**src/rtl/led_matrix_scanner_if.sv**
```systemverilog
// rtl/led_matrix_scanner_if.sv - pin bundle between the scanner and the LED matrix board
//
// Signals:
//   ser_data   serial colour bit, sampled by the board on ser_clk rising edge
//   ser_clk    shift clock for the board's column shift registers
//   ser_latch  one-cycle pulse moving the shift registers onto the column drivers
//   row_sel    index of the row being driven
//   row_en     row driver enable, active high
// Modports: master = scanner (drives the pins), slave = board side (observes them).
interface led_matrix_scanner_if;
    logic       ser_data;
    logic       ser_clk;
    logic       ser_latch;
    logic [3:0] row_sel;
    logic       row_en;

    modport master (output ser_data, ser_clk, ser_latch, row_sel, row_en);
    modport slave  (input  ser_data, ser_clk, ser_latch, row_sel, row_en);
endinterface

```
**src/rtl/led_matrix_scanner.sv**
```systemverilog
// rtl/led_matrix_scanner.sv - 16x16 red/green frame snapshot and row-serial LED matrix scan-out
//
// Ports:
//   clk          system clock, rising edge
//   reset_n      asynchronous active-low reset
//   enable       scan enable, sampled in IDLE and on the last dwell cycle of a row
//   RedPixels    red plane, bit c of RedPixels[r] is row r column c
//   GrnPixels    green plane, same mapping
//   board        master side of the board pin bundle (ser_data/ser_clk/ser_latch/row_sel/row_en)
//   frame_start  one-cycle pulse in the LOAD cycle of each row-0 snapshot
// Parameters:
//   SCLK_DIV      clk cycles per ser_clk half-period (>=1)
//   DWELL_CYCLES  clk cycles a row stays lit (>=1)
module led_matrix_scanner #(
    parameter int SCLK_DIV     = 2,
    parameter int DWELL_CYCLES = 1024
) (
    input  logic                 clk,
    input  logic                 reset_n,
    input  logic                 enable,
    input  logic [15:0][15:0]    RedPixels,
    input  logic [15:0][15:0]    GrnPixels,
    led_matrix_scanner_if.master board,
    output logic                 frame_start
);
    localparam logic [2:0] S_IDLE  = 3'd0;
    localparam logic [2:0] S_LOAD  = 3'd1;
    localparam logic [2:0] S_SHIFT = 3'd2;
    localparam logic [2:0] S_LATCH = 3'd3;
    localparam logic [2:0] S_DWELL = 3'd4;

    localparam int DIV_W   = $clog2(2 * SCLK_DIV + 1);
    localparam int DWELL_W = $clog2(DWELL_CYCLES + 1);
    localparam logic [DIV_W-1:0]   HALF       = DIV_W'(SCLK_DIV);
    localparam logic [DIV_W-1:0]   PH_LAST    = DIV_W'(2 * SCLK_DIV - 1);
    localparam logic [DWELL_W-1:0] DWELL_LAST = DWELL_W'(DWELL_CYCLES - 1);

    logic [2:0]         state;
    logic [3:0]         row;
    logic [4:0]         bit_cnt;
    logic [DIV_W-1:0]   div_cnt;
    logic [DIV_W-1:0]   div_next;
    logic [DWELL_W-1:0] dwell_cnt;
    logic [30:0]        shift_word;   // bits still to send after the one on ser_data
    logic [31:0]        load_word;
    logic [15:0][15:0]  red_buf;
    logic [15:0][15:0]  grn_buf;
    logic               dwell_done;
    logic               snap;

    // div_cnt walks one bit period: [0, SCLK_DIV) is the low phase, the rest is high.
    assign div_next   = (div_cnt == PH_LAST) ? '0 : div_cnt + 1'b1;
    assign dwell_done = (state == S_DWELL) && (dwell_cnt == DWELL_LAST);
    assign load_word  = {grn_buf[row], red_buf[row]};

    // Snapshot on the edge that enters a row-0 LOAD, so the LOAD cycle already
    // reads the fresh frame and later input changes cannot tear it.
    assign snap = enable && ((state == S_IDLE) || (dwell_done && (row == 4'd15)));

    always_ff @(posedge clk) begin
        if (snap) begin
            red_buf <= RedPixels;
            grn_buf <= GrnPixels;
        end
    end

    always_ff @(posedge clk or negedge reset_n) begin
        if (!reset_n) begin
            state           <= S_IDLE;
            row             <= '0;
            bit_cnt         <= '0;
            div_cnt         <= '0;
            dwell_cnt       <= '0;
            shift_word      <= '0;
            board.ser_data  <= 1'b0;
            board.ser_clk   <= 1'b0;
            board.ser_latch <= 1'b0;
            board.row_sel   <= '0;
            board.row_en    <= 1'b0;
            frame_start     <= 1'b0;
        end else begin
            frame_start     <= snap;
            board.ser_latch <= 1'b0;
            case (state)
                S_IDLE: begin
                    if (enable) state <= S_LOAD;
                end
                S_LOAD: begin
                    board.ser_data <= load_word[31];
                    board.ser_clk  <= 1'b0;
                    shift_word     <= load_word[30:0];
                    bit_cnt        <= '0;
                    div_cnt        <= '0;
                    state          <= S_SHIFT;
                end
                S_SHIFT: begin
                    div_cnt       <= div_next;
                    board.ser_clk <= (div_next >= HALF);
                    if (div_cnt == PH_LAST) begin
                        if (bit_cnt == 5'd31) begin
                            board.ser_data  <= 1'b0;
                            board.ser_latch <= 1'b1;
                            board.row_sel   <= row;
                            state           <= S_LATCH;
                        end else begin
                            // new bit goes out together with ser_clk falling
                            board.ser_data <= shift_word[30];
                            shift_word     <= {shift_word[29:0], 1'b0};
                            bit_cnt        <= bit_cnt + 1'b1;
                        end
                    end
                end
                S_LATCH: begin
                    board.row_en <= 1'b1;
                    dwell_cnt    <= '0;
                    state        <= S_DWELL;
                end
                S_DWELL: begin
                    dwell_cnt <= dwell_cnt + 1'b1;
                    if (dwell_done) begin
                        board.row_en <= 1'b0;
                        if (enable) begin
                            row   <= row + 1'b1;
                            state <= S_LOAD;
                        end else begin
                            row           <= '0;
                            board.row_sel <= '0;
                            state         <= S_IDLE;
                        end
                    end
                end
                default: state <= S_IDLE;
            endcase
        end
    end
endmodule

```
**src/flat_wrapper.sv**
```systemverilog
// flat-port wrapper written by rule: the top's interface ports become plain ports
module led_matrix_scanner_flat 
#(
    parameter int SCLK_DIV     = 2,
    parameter int DWELL_CYCLES = 1024
)
  (clk, reset_n, enable, RedPixels, GrnPixels, frame_start, board_ser_data, board_ser_clk, board_ser_latch, board_row_sel, board_row_en);
  led_matrix_scanner_if board_i ();
  input  logic clk;
  input  logic reset_n;
  input  logic enable;
  input  logic [15:0][15:0] RedPixels;
  input  logic [15:0][15:0] GrnPixels;
  output logic frame_start;
  output wire logic [$bits(board_i.ser_data)-1:0] board_ser_data;
  output wire logic [$bits(board_i.ser_clk)-1:0] board_ser_clk;
  output wire logic [$bits(board_i.ser_latch)-1:0] board_ser_latch;
  output wire logic [$bits(board_i.row_sel)-1:0] board_row_sel;
  output wire logic [$bits(board_i.row_en)-1:0] board_row_en;
  assign board_ser_data = board_i.ser_data;
  assign board_ser_clk = board_i.ser_clk;
  assign board_ser_latch = board_i.ser_latch;
  assign board_row_sel = board_i.row_sel;
  assign board_row_en = board_i.row_en;
  led_matrix_scanner #(.SCLK_DIV(SCLK_DIV), .DWELL_CYCLES(DWELL_CYCLES)) u_core (.clk(clk), .reset_n(reset_n), .enable(enable), .RedPixels(RedPixels), .GrnPixels(GrnPixels), .board(board_i), .frame_start(frame_start));
endmodule
```
**config.mk**
```make
export PLATFORM = sky130hd
export DESIGN_NAME = led_matrix_scanner_flat
export DESIGN_NICKNAME = d
export VERILOG_FILES = /design/src/rtl/led_matrix_scanner_if.sv /design/src/rtl/led_matrix_scanner.sv /design/src/flat_wrapper.sv
export SDC_FILE = /design/constraint.sdc
export NUM_CORES = 1
export LEC_CHECK = 0
export CORE_MARGIN = 8
export CORE_UTILIZATION = 50
export DETAILED_ROUTE_END_ITERATION = 12
export PLACE_DENSITY = 0.8
export RECOVER_POWER = 100
export SLEW_MARGIN = 0
export SYNTH_ARGS = -nofsm -noshare
export SYNTH_HDL_FRONTEND = slang
export SYNTH_SLANG_ARGS = --single-unit
```
**constraint.sdc**
```tcl
create_clock -name clk -period 19.17 [get_ports clk]
set_clock_uncertainty 0.15 [all_clocks]
set_input_delay 3.834 -clock clk [delete_from_list [all_inputs] [get_ports clk]]
set_output_delay 3.834 -clock clk [all_outputs]
set_load 0.02 [all_outputs]
```
### Yosys cells after proc, flatten, opt, wreduce, memory -nomap -nowiden

Cells that the tools add are included.

| word-level totals | value |
|---|---|
| register bits | 578 |
| input port bits | 515 |
| output and inout bits | 9 |
| logic and storage cells | 112 |

| cells by class | value |
|---|---|
| add/sub/neg operators | 4 |
| order comparisons | 2 |
| equality and inequality tests | 14 |
| multiplexer cells | 34 |
| reductions and logical operators | 14 |

Operator list:

| kind | number |
|---|---|
| 16-bit binary-select mux with 4-bit select | 2 |
| 31-bit 2-to-1 mux | 2 |
| 31-bit case mux with 2 select lines | 1 |
| 16-bit 2-to-1 mux | 2 |
| 11-bit case mux with 2 select lines | 1 |
| 4-bit 2-to-1 mux | 5 |
| 3-bit 2-to-1 mux | 5 |
| 3-bit case mux with 5 select lines | 1 |
| 11-bit by 1-bit adder with 11-bit output (second input constant) | 1 |
| 11-bit by 10-bit == test with 1-bit output (second input constant) | 1 |
| 5-bit 2-to-1 mux | 2 |
| 5-bit case mux with 2 select lines | 1 |
| 3-bit by 2-bit == test with 1-bit output (second input constant) | 3 |
| 4-bit case mux with 2 select lines | 1 |
| 1-bit 2-to-1 mux | 7 |
| 2-bit by 1-bit != test with 1-bit output (second input constant) | 3 |
| 2-bit != test (second input constant) | 3 |
| 1-bit case mux with 2 select lines | 3 |
| 3-bit case mux with 2 select lines | 1 |
| 2-bit AND reduction | 3 |
| 2-bit nonzero test | 3 |
| 5-bit by 1-bit adder with 5-bit output (second input constant) | 1 |
| 5-bit == test (second input constant) | 1 |
| 4-bit by 5-bit < comparator with 1-bit output (second input constant) | 1 |
| other kinds (12) | 14 |

### Longest topological paths before layout

Gate-level depths: netlist (run 1).

| logic depth | value |
|---|---|
| depth in word-level cells | 5 |
| gate-level depth with buffers | 9 |
| mapped depth without buffers | 7 |

### Worst setup path before layout (run 1)

Ideal clock, no wire load.

| timing | value |
|---|---|
| kind | input to register |
| from | in enable |
| to | reg u_core.frame_start |
| library setup time | 1.336 ns |
| arrival | 15.424 ns |
| required time | 17.684 ns |
| slack | 2.260 ns |
| cell stages on the path | 2 |
| path buffers | 1 |
| cells stage by stage | clkbuf_1 -> o21a_1 |

| on the way | value |
|---|---|
| word-level cells in the longest chain between the ends | 1 |

Ends and longest elaborated chain:

| element | RTL line | source |
|---|---|---|
| start, declared | flat_wrapper.sv:11 | `input logic enable;` |
| 1-bit logical AND | led_matrix_scanner.sv:58 | `assign snap = enable && ((state == S_IDLE) \|\| (dwell_done && (row == 4'd15)));` |
| via u_core.snap | led_matrix_scanner.sv:49 | `logic snap;` |
| end signal, assigned | led_matrix_scanner.sv:82 | `frame_start <= snap;` |
| end, declared | led_matrix_scanner.sv:24 | `output logic frame_start` |

The timed path passes the listed nets, and every way through them passes these cells.
A chain may end at the register's enable or synchronous reset.

### Final worst setup path (run 1)

| timing | value |
|---|---|
| from | in enable |
| to | reg u_core.grn_buf[248] in the netlist's numbering, enable pin |

| on the way | value |
|---|---|
| word-level cells in the longest chain between the ends | 1 |

Ends and longest elaborated chain:

| element | RTL line | source |
|---|---|---|
| 1-bit logical AND | led_matrix_scanner.sv:58 |  |
| via u_core.snap | led_matrix_scanner.sv:49 |  |
| end signal, assigned | led_matrix_scanner.sv:63 | `grn_buf <= GrnPixels;` |
| end, declared | led_matrix_scanner.sv:47 | `logic [15:0][15:0] grn_buf;` |

The timed path passes the listed nets, and every way through them passes these cells.

==> results of run 1 <==
final cells by class:
class                   instances  area share
well taps                     592      0.0245
multi-input cells             515       0.169
clock inverters                22     0.00815
diodes                         38     0.00314
clock buffers                  84      0.0542
inverters                       6    0.000745
repair buffers                539       0.177
flip-flops and latches        578       0.563
flip-flops by register name, indices dropped and copies added, names as in the netlist:
| signal | count |
|---|---|
| u_core.state | 3 |
| u_core.bit_cnt | 5 |
| u_core.row | 4 |
| u_core.board.ser_data | 1 |
| u_core.grn_buf | 256 |
| u_core.dwell_cnt | 11 |
| u_core.board.ser_latch | 1 |
| u_core.frame_start | 1 |
| u_core.div_cnt | 3 |
| u_core.board.row_sel | 4 |
| u_core.board.row_en | 1 |
| u_core.shift_word | 31 |
| u_core.board.ser_clk | 1 |
| u_core.red_buf | 256 |
stage by stage:
step | setup slack (ps) | utilization
2_1_floorplan | 2260 | -
3_3_place_gp | 11950 | 0.638
3_5_place_dp | 11820 | 0.638
4_1_cts | 12470 | 0.681
5_1_grt | 9150 | 0.681
6_report | 9480 | 0.682
layer usage:
metal	GRT usage	routed length [microns]	share of wire
met1	0.282	24100	0.39
met4	0.0824	1610	0.026
met2	0.388	31000	0.51
met3	0.0577	4460	0.073
met5	0	77	0.0013
cells in the final DEF (no fill, tap or decap), types with 2 or more instances in the layout:
cell	count
a211o_1	30
a21oi_1	7
a221o_1	31
a22o_1	8
and2_0	2
and2_1	2
and3_1	34
buf_12	2
buf_4	10
bufinv_16	5
clkbuf_1	21
clkbuf_16	58
clkbuf_8	9
clkinv_1	6
clkinv_2	8
dfrtp_1	65
diode_2	38
dlygate4sd3_1	522
edfxtp_1	512
ha_1	5
inv_1	6
mux2_2	122
mux2i_1	6
mux4_2	67
nand2_1	22
nand2b_1	7
nand3_1	12
nor2_1	5
nor2b_1	4
nor3_1	34
nor3b_1	4
nor4b_1	2
o211ai_1	4
o21a_1	3
o21ai_0	14
o22ai_1	60
o31ai_1	6
or4_1	3
synth_stat cells (all sizes together) (5+ instances only):
master / number
nand3: 12
inv: 6
a21oi: 7
edfxtp: 512
nor3: 34
o21ai: 14
a211o: 30
nor2b: 5
a221o: 31
and3: 34
nor2: 5
o22ai: 60
clkbuf: 48
o31ai: 6
nand2b: 7
a22o: 8
mux2i: 6
buf: 24
nand2: 22
ha: 5
dfrtp: 66
mux4: 67
mux2: 122
final timing paths:
check / startpoint / cells past startpoint / to
max: enable / 4 / u_core.grn_buf[248]
min: u_core.dwell_cnt[9] / 1 / u_core.dwell_cnt[9]
max reg2reg: u_core.row[0] / 6 / u_core.grn_buf[248]
min reg2reg: u_core.dwell_cnt[9] / 1 / u_core.dwell_cnt[9]
max in group asynchronous: reset_n / 2 / u_core.row[1]
min in group asynchronous: reset_n / 2 / u_core.board.ser_latch
worst max-delay path, cell delays in order:
cell,delay (ps)
dlygate4sd3_1,710
o21a_1,880
buf_12,710
clkbuf_1,3310
power breakdown:
part | internal, uW | switching, uW
clock | 658 | 458
sequential | 1370 | 0
combinational | 69.8 | 23.0
total | 2100 | 481
kinds of logic (layout without fill, tap and decap cells):
| group | count (synthesis) | in the layout |
|---|---|---|
| AO/OA/AOI/OAI | 172 | 172 |
| adder cells (fa/ha/maj) | 5 | 5 |
| buffers and inverters | 78 | 651 |
| flip-flops | 578 | 578 |
| multiplexers | 195 | 195 |
| other | 0 | 38 |
| AND/OR/NAND/NOR | 143 | 143 |
==> results.md, run 1 <==
* Outcome: finished with violations
* Failing checks: capacitance limit, slew limit
* Synth cell types at 52
* Global-route wire length before repair at 89,400 microns
* Total power at roughly 2600 uW
* Synth area leaders: edfxtp_1, dfrtp_1, mux4_2, mux2_2, o22ai_1
* Initial antenna violation count at 34
* Final setup fails at 0
* Maximum VDD drop at around 73 uV
* Synthesized area per cell at between 15 and 20 sq um
* Mapped Area at 22,500 sq um
* Fin area at between 30,000 and 40,000 sq um
* Die area at ~52,000 sq um
* Critical path class: in2reg
* Fin crit share at 0.505
* Max-slew headroom at -2.10
* Num rows at 77
* Placed insts at 2,230
* Largest family of logic cells by synthesized area: multiplexers
* Vias in the first global route at approximately 14k
* Die W at between 200 and 250 microns
* Post-synth net total at approximately 1.7k
* IO Port Bufs at between 500 and 600
* Simple-gate share of the synthesized area at 0.0360
* Nets at about 2.2k
* Synthesis-stage register bit count at 578
* Detailed-route wire length at 61,200 microns
* Synth top area share at 0.685
* Die height at around 230 microns
* H-tree Lvls at 2
* CP Launch Type: primary input
* Synth Area in Adders at 0.00279
* Final non-filler cell total at between 2k and 2.5k
* Max-slew violations at ~240
* DR vias/cell at roughly 5.6
* # hold bufs at CTS at 0
* Total Routing Usage GR at 0.228
* Setup crit end kind: flip-flop
* Worst Tran Pin Value at about 4600 ps
* RePlAce Congestion at 0.848
* Mux cell area share after synthesis at 0.131
* Core Area at ~44,000 sq um
* R2R Setup Slk at 11,200 ps
* EDFF count, synth at 512
* Via Count at around 13k
* Yosys warnings at 0
* Static leakage at 0.0107 uW
* Layout overhead on the synthesized area at 34.7%
* Worst Hold Class: reg2reg
* Seq/Total Area, Yosys at 0.758
* Drt first-iter violations at roughly 1.2k
* Xor/xnor cell area share of the yosys netlist at 0
* Layout fillers at approximately 2.8k
* Clock Latency Late Sink at 600 ps
* Gate count of the mapped netlist at roughly 1.2k
* DRC viols at 0
* Setup Fix Bufs, Post-CTS at 0
* Clk slew on worst S/H paths at about 60 ps
* Fin. Hold Viols at 0
* Synth Area in Compound Gates at 0.0577
* Asr flop ratio synth at 0.114
* Pre-antenna DRT Iters at 5
* Critical path required time at around 19,000 ps
* # IOs at around 520
* Multi-input gate area at 5110 sq um
* Root Buffer: clkbuf_16
* Synth area leader: edfxtp_1
* Initial Util at 0.507
* Layout cells sized above 1 at 0.166
* Largest net degree at the start of global routing at 214
* RSZ-0062 raised after global routing: no
* Clock Sink Count at 578
* Grt ovf at 0
* Smallest hold slack at around 330 ps
* Tmin final at just under 10,000 ps
* CTS buffer count at 56
* Register area at roughly 17,000 sq um
* CTS tree: yes
* Hpwl dp at ~43,000 microns
* Post-CTS sizing at 0
* CP arrival at 9630 ps
* Routed Antenna Nets at 0
* Power Density at 85.3 nW/um^2
* Critical path fanouts, max at between 200 and 250
* F_max at 103 MHz
* Setup TNS at 0 ps
* Ys flop type: edfxtp_1
* Placed Area at 28,300 sq um
* Max cap viols at 4
* Drt wl/cell at about 26 microns
* CTS Buffer Depth at 3
(Power assumes the default switching activity.)
==> run 2, diff against run 1 <==
==> constraint.sdc (replaced) <==
create_clock -name clk -period 9.55 [get_ports clk]
set_clock_uncertainty 0.15 [all_clocks]
set_input_delay 1.91 -clock clk [delete_from_list [all_inputs] [get_ports clk]]
set_output_delay 1.91 -clock clk [all_outputs]
set_load 0.02 [all_outputs]
==> run 2 against run 1 <==
  * The flow still finishes with violations (capacitance limit, slew limit)
  * Cell count fell by 0.21%
  * Sequential share of layout area barely moved
  * Largest power group unchanged
  * Hold slack improved by 13 ps
  * Clock-buffer cell count fell by 20
  * Via count rose by 0.93%
  * Setup slack got worse by 5600 ps
  * Critical endpoint is now u_core.shift_word[20]
  * Power rose by 100%
  * Design area barely moved
==> results.md, run 2 (synthesized netlist as in run 1, its figures left out) <==
* Worst Hold Class: reg2reg (unchanged)
* Max cap viols at 4 (unchanged)
* Slowest CP cell: clkbuf_1 (unchanged)
* Hold-critical path depth at 1 (unchanged)
* DRC viols at 0 (unchanged)
* Post-CTS sizing at 0 (unchanged)
* Root Buffer: clkbuf_16 (unchanged)
* Clock Latency Late Sink at 590 ps (was 600 ps)
* Critical path class: reg2reg (was in2reg)
* # hold bufs at CTS at 0 (unchanged)
* Die W at 228 microns (unchanged)
* Outcome: finished with violations (unchanged)
* Clk slew on worst S/H paths at 60 ps (about the same)
* Worst path cell trace: clkbuf_1 > mux4_2 > and3_1 > a221o_1 > a211o_1 (was dlygate4sd3_1 > o21a_1 > buf_12 > clkbuf_1)
* Global-route wire length before repair at 89,600 microns (was 89,400 microns)
* RePlAce Congestion at 0.824 (was 0.848)
* Drt wl/cell at 25.8 microns (about the same)
* Hpwl dp at 43,400 microns (about the same)
* Min-delay src: u_core.shift_word[21] (was u_core.dwell_cnt[9])
* FF-to-FF path depth at 5 (was 6)
* Worst Tran Pin Value at 4120 ps (was 4640 ps)
* Nets at 2,216 (unchanged)
* # IOs at 524 (unchanged)
* Failing checks: capacitance limit, slew limit (unchanged)
* Clock Sink Count at 578 (unchanged)
* Worst R2R Start: u_core.row[0] (unchanged)
* Largest regs: u_core.grn_buf: 256 flops, u_core.red_buf: 256 flops, u_core.shift_word: 31 flops (unchanged)
* Tmin final at between 5000 and 6000 ps
* Num rows at 77 (unchanged)
* CP arrival at 5950 ps (was 9630 ps)
* Total Routing Usage GR at 0.230 (was 0.228)
* Most frequent cells in the layout: dlygate4sd3_1, edfxtp_1, mux2_2, mux4_2, dfrtp_1 (unchanged)
* Initial Util at 0.507 (unchanged)
* Power Density at 171 nW/um^2 (was 85.3 nW/um^2)
* R2R Setup Slk at 3930 ps (was 11,200 ps)
* Die area at 52,000 sq um (unchanged)
* CTS Buffer Depth at 3 (unchanged)
* Critical path required time at 9880 ps (was 19,110 ps)
* CTS tree: yes (unchanged)
* Fin. Hold Viols at 0 (unchanged)
* Vias in the first global route at 14.2k (was 14.3k)
* Via Count at 13.4k (was 13.3k)
* Detailed-route wire length at 61,200 microns (about the same)
* H-tree Lvls at 2 (unchanged)
* Fin util at 0.682 (about the same)
* Setup Fix Bufs, Post-CTS at 0 (unchanged)
* Setup TNS at 0 ps (unchanged)
* Die height at 228 microns (unchanged)
* Core Area at 44,300 sq um (unchanged)
* Fin crit share at 0.588
* DR vias/cell at 5.66 (was 5.59)
* Crit path buffers/inverters at 1 (was 3)
* Hold Path End: u_core.shift_word[21] (was u_core.dwell_cnt[9])
* Final setup fails at 0 (unchanged)
* F_max at between 150 and 200 MHz
* Slowest stage delay, CP at 2920 ps (was 3310 ps)
* Commonest non-fill, non-tap cell in the layout: dlygate4sd3_1 (unchanged)
* Crit-path leading delay family: buffers and inverters (unchanged)
* Max-slew headroom at -1.75 (was -2.10)
* Grt ovf at 0 (unchanged)
* Static leakage at 0.0107 uW (about the same)
* Pre-antenna DRT Iters at 7 (was 5)
* Drt first-iter violations at 1,351 (was 1,247)
* Routed Antenna Nets at 0 (unchanged)
* Maximum VDD drop at 143 uV (was 72.8 uV)
* Layout cells sized above 1 at 0.170 (was 0.166)
* Worst R2R End: u_core.shift_word[20] (was u_core.grn_buf[248])
* RSZ-0062 raised after global routing: no (unchanged)
* Critical path fanouts, max at 48 (was 213)
* Initial antenna violation count at 42 (was 34)
* CTS buffer count at 57 (was 56)
* Largest net degree at the start of global routing at 211 (was 214)
* Layout overhead on the synthesized area at 34.6% (was 34.7%)
* Setup crit end kind: flip-flop (unchanged)
* CP Launch Type: flip-flop (was primary input)
* Max-slew violations at 186 (was 235)
* IO Port Bufs at 523 (unchanged)
[run 2: area by class of cell]
type                            count  area, sq um
Clock inverter                     41          398
Inverter                            6         22.5
Timing Repair Buffer              538         5360
Fill cell                        2819        14100
Sequential cell                   578        17000
Tap cell                          592          741
Clock buffer                       64         1470
Antenna cell                       35         87.6
Multi-Input combinational cell    515         5110
[run 2: worst max-delay path by stage]
stage / start / end / slack (ps) / depth (start not counted)
detailed placement: enable / u_core.red_buf[167] / 4810 / 3
global placement: enable / u_core.red_buf[151] / 4950 / 3
finish: u_core.row[0] / u_core.shift_word[20] / 3930 / 5
CTS: enable / u_core.grn_buf[221] / 5470 / 3
global route: u_core.row[0] / u_core.shift_word[18] / 3270 / 5
floorplan: enable / u_core.frame_start / 160 / 2
[run 2: power breakdown]
group          switching (uW)  internal [uW]
clock                     936           1300
combinational            44.8            140
sequential                  0           2750
total                     981           4190
[run 2: worst reg2reg max path, stage by stage, from the launching register on]
cell,delay [ps]
dfrtp_4,760
clkbuf_1,2950
mux4_2,880
and3_1,220
a221o_1,290
a211o_1,270
[run 2: stage by stage]
step                hold WS, ps  instances  total power (uW)  area (sq um)  setup WS, ps
floorplan                   291       1171              2810         22500           156
CTS                         344       2334              5260         30200          5470
detailed placement          322       2229              3030         28300          4810
finish                      343       2369              5170         30200          3930
global placement            309       2229              3030         28300          4950
global route                358       2359              5310         30200          3270
[run 2: layer usage]
layer | share of wire | GRT usage | vias to the layer above
met1 | 0.39 | 0.285 | 6729
met4 | 0.032 | 0.0981 | 18
met2 | 0.49 | 0.376 | 601
met5 | 0.0018 | 0 | -
met3 | 0.080 | 0.0652 | 135
li1 | - | - | 5915
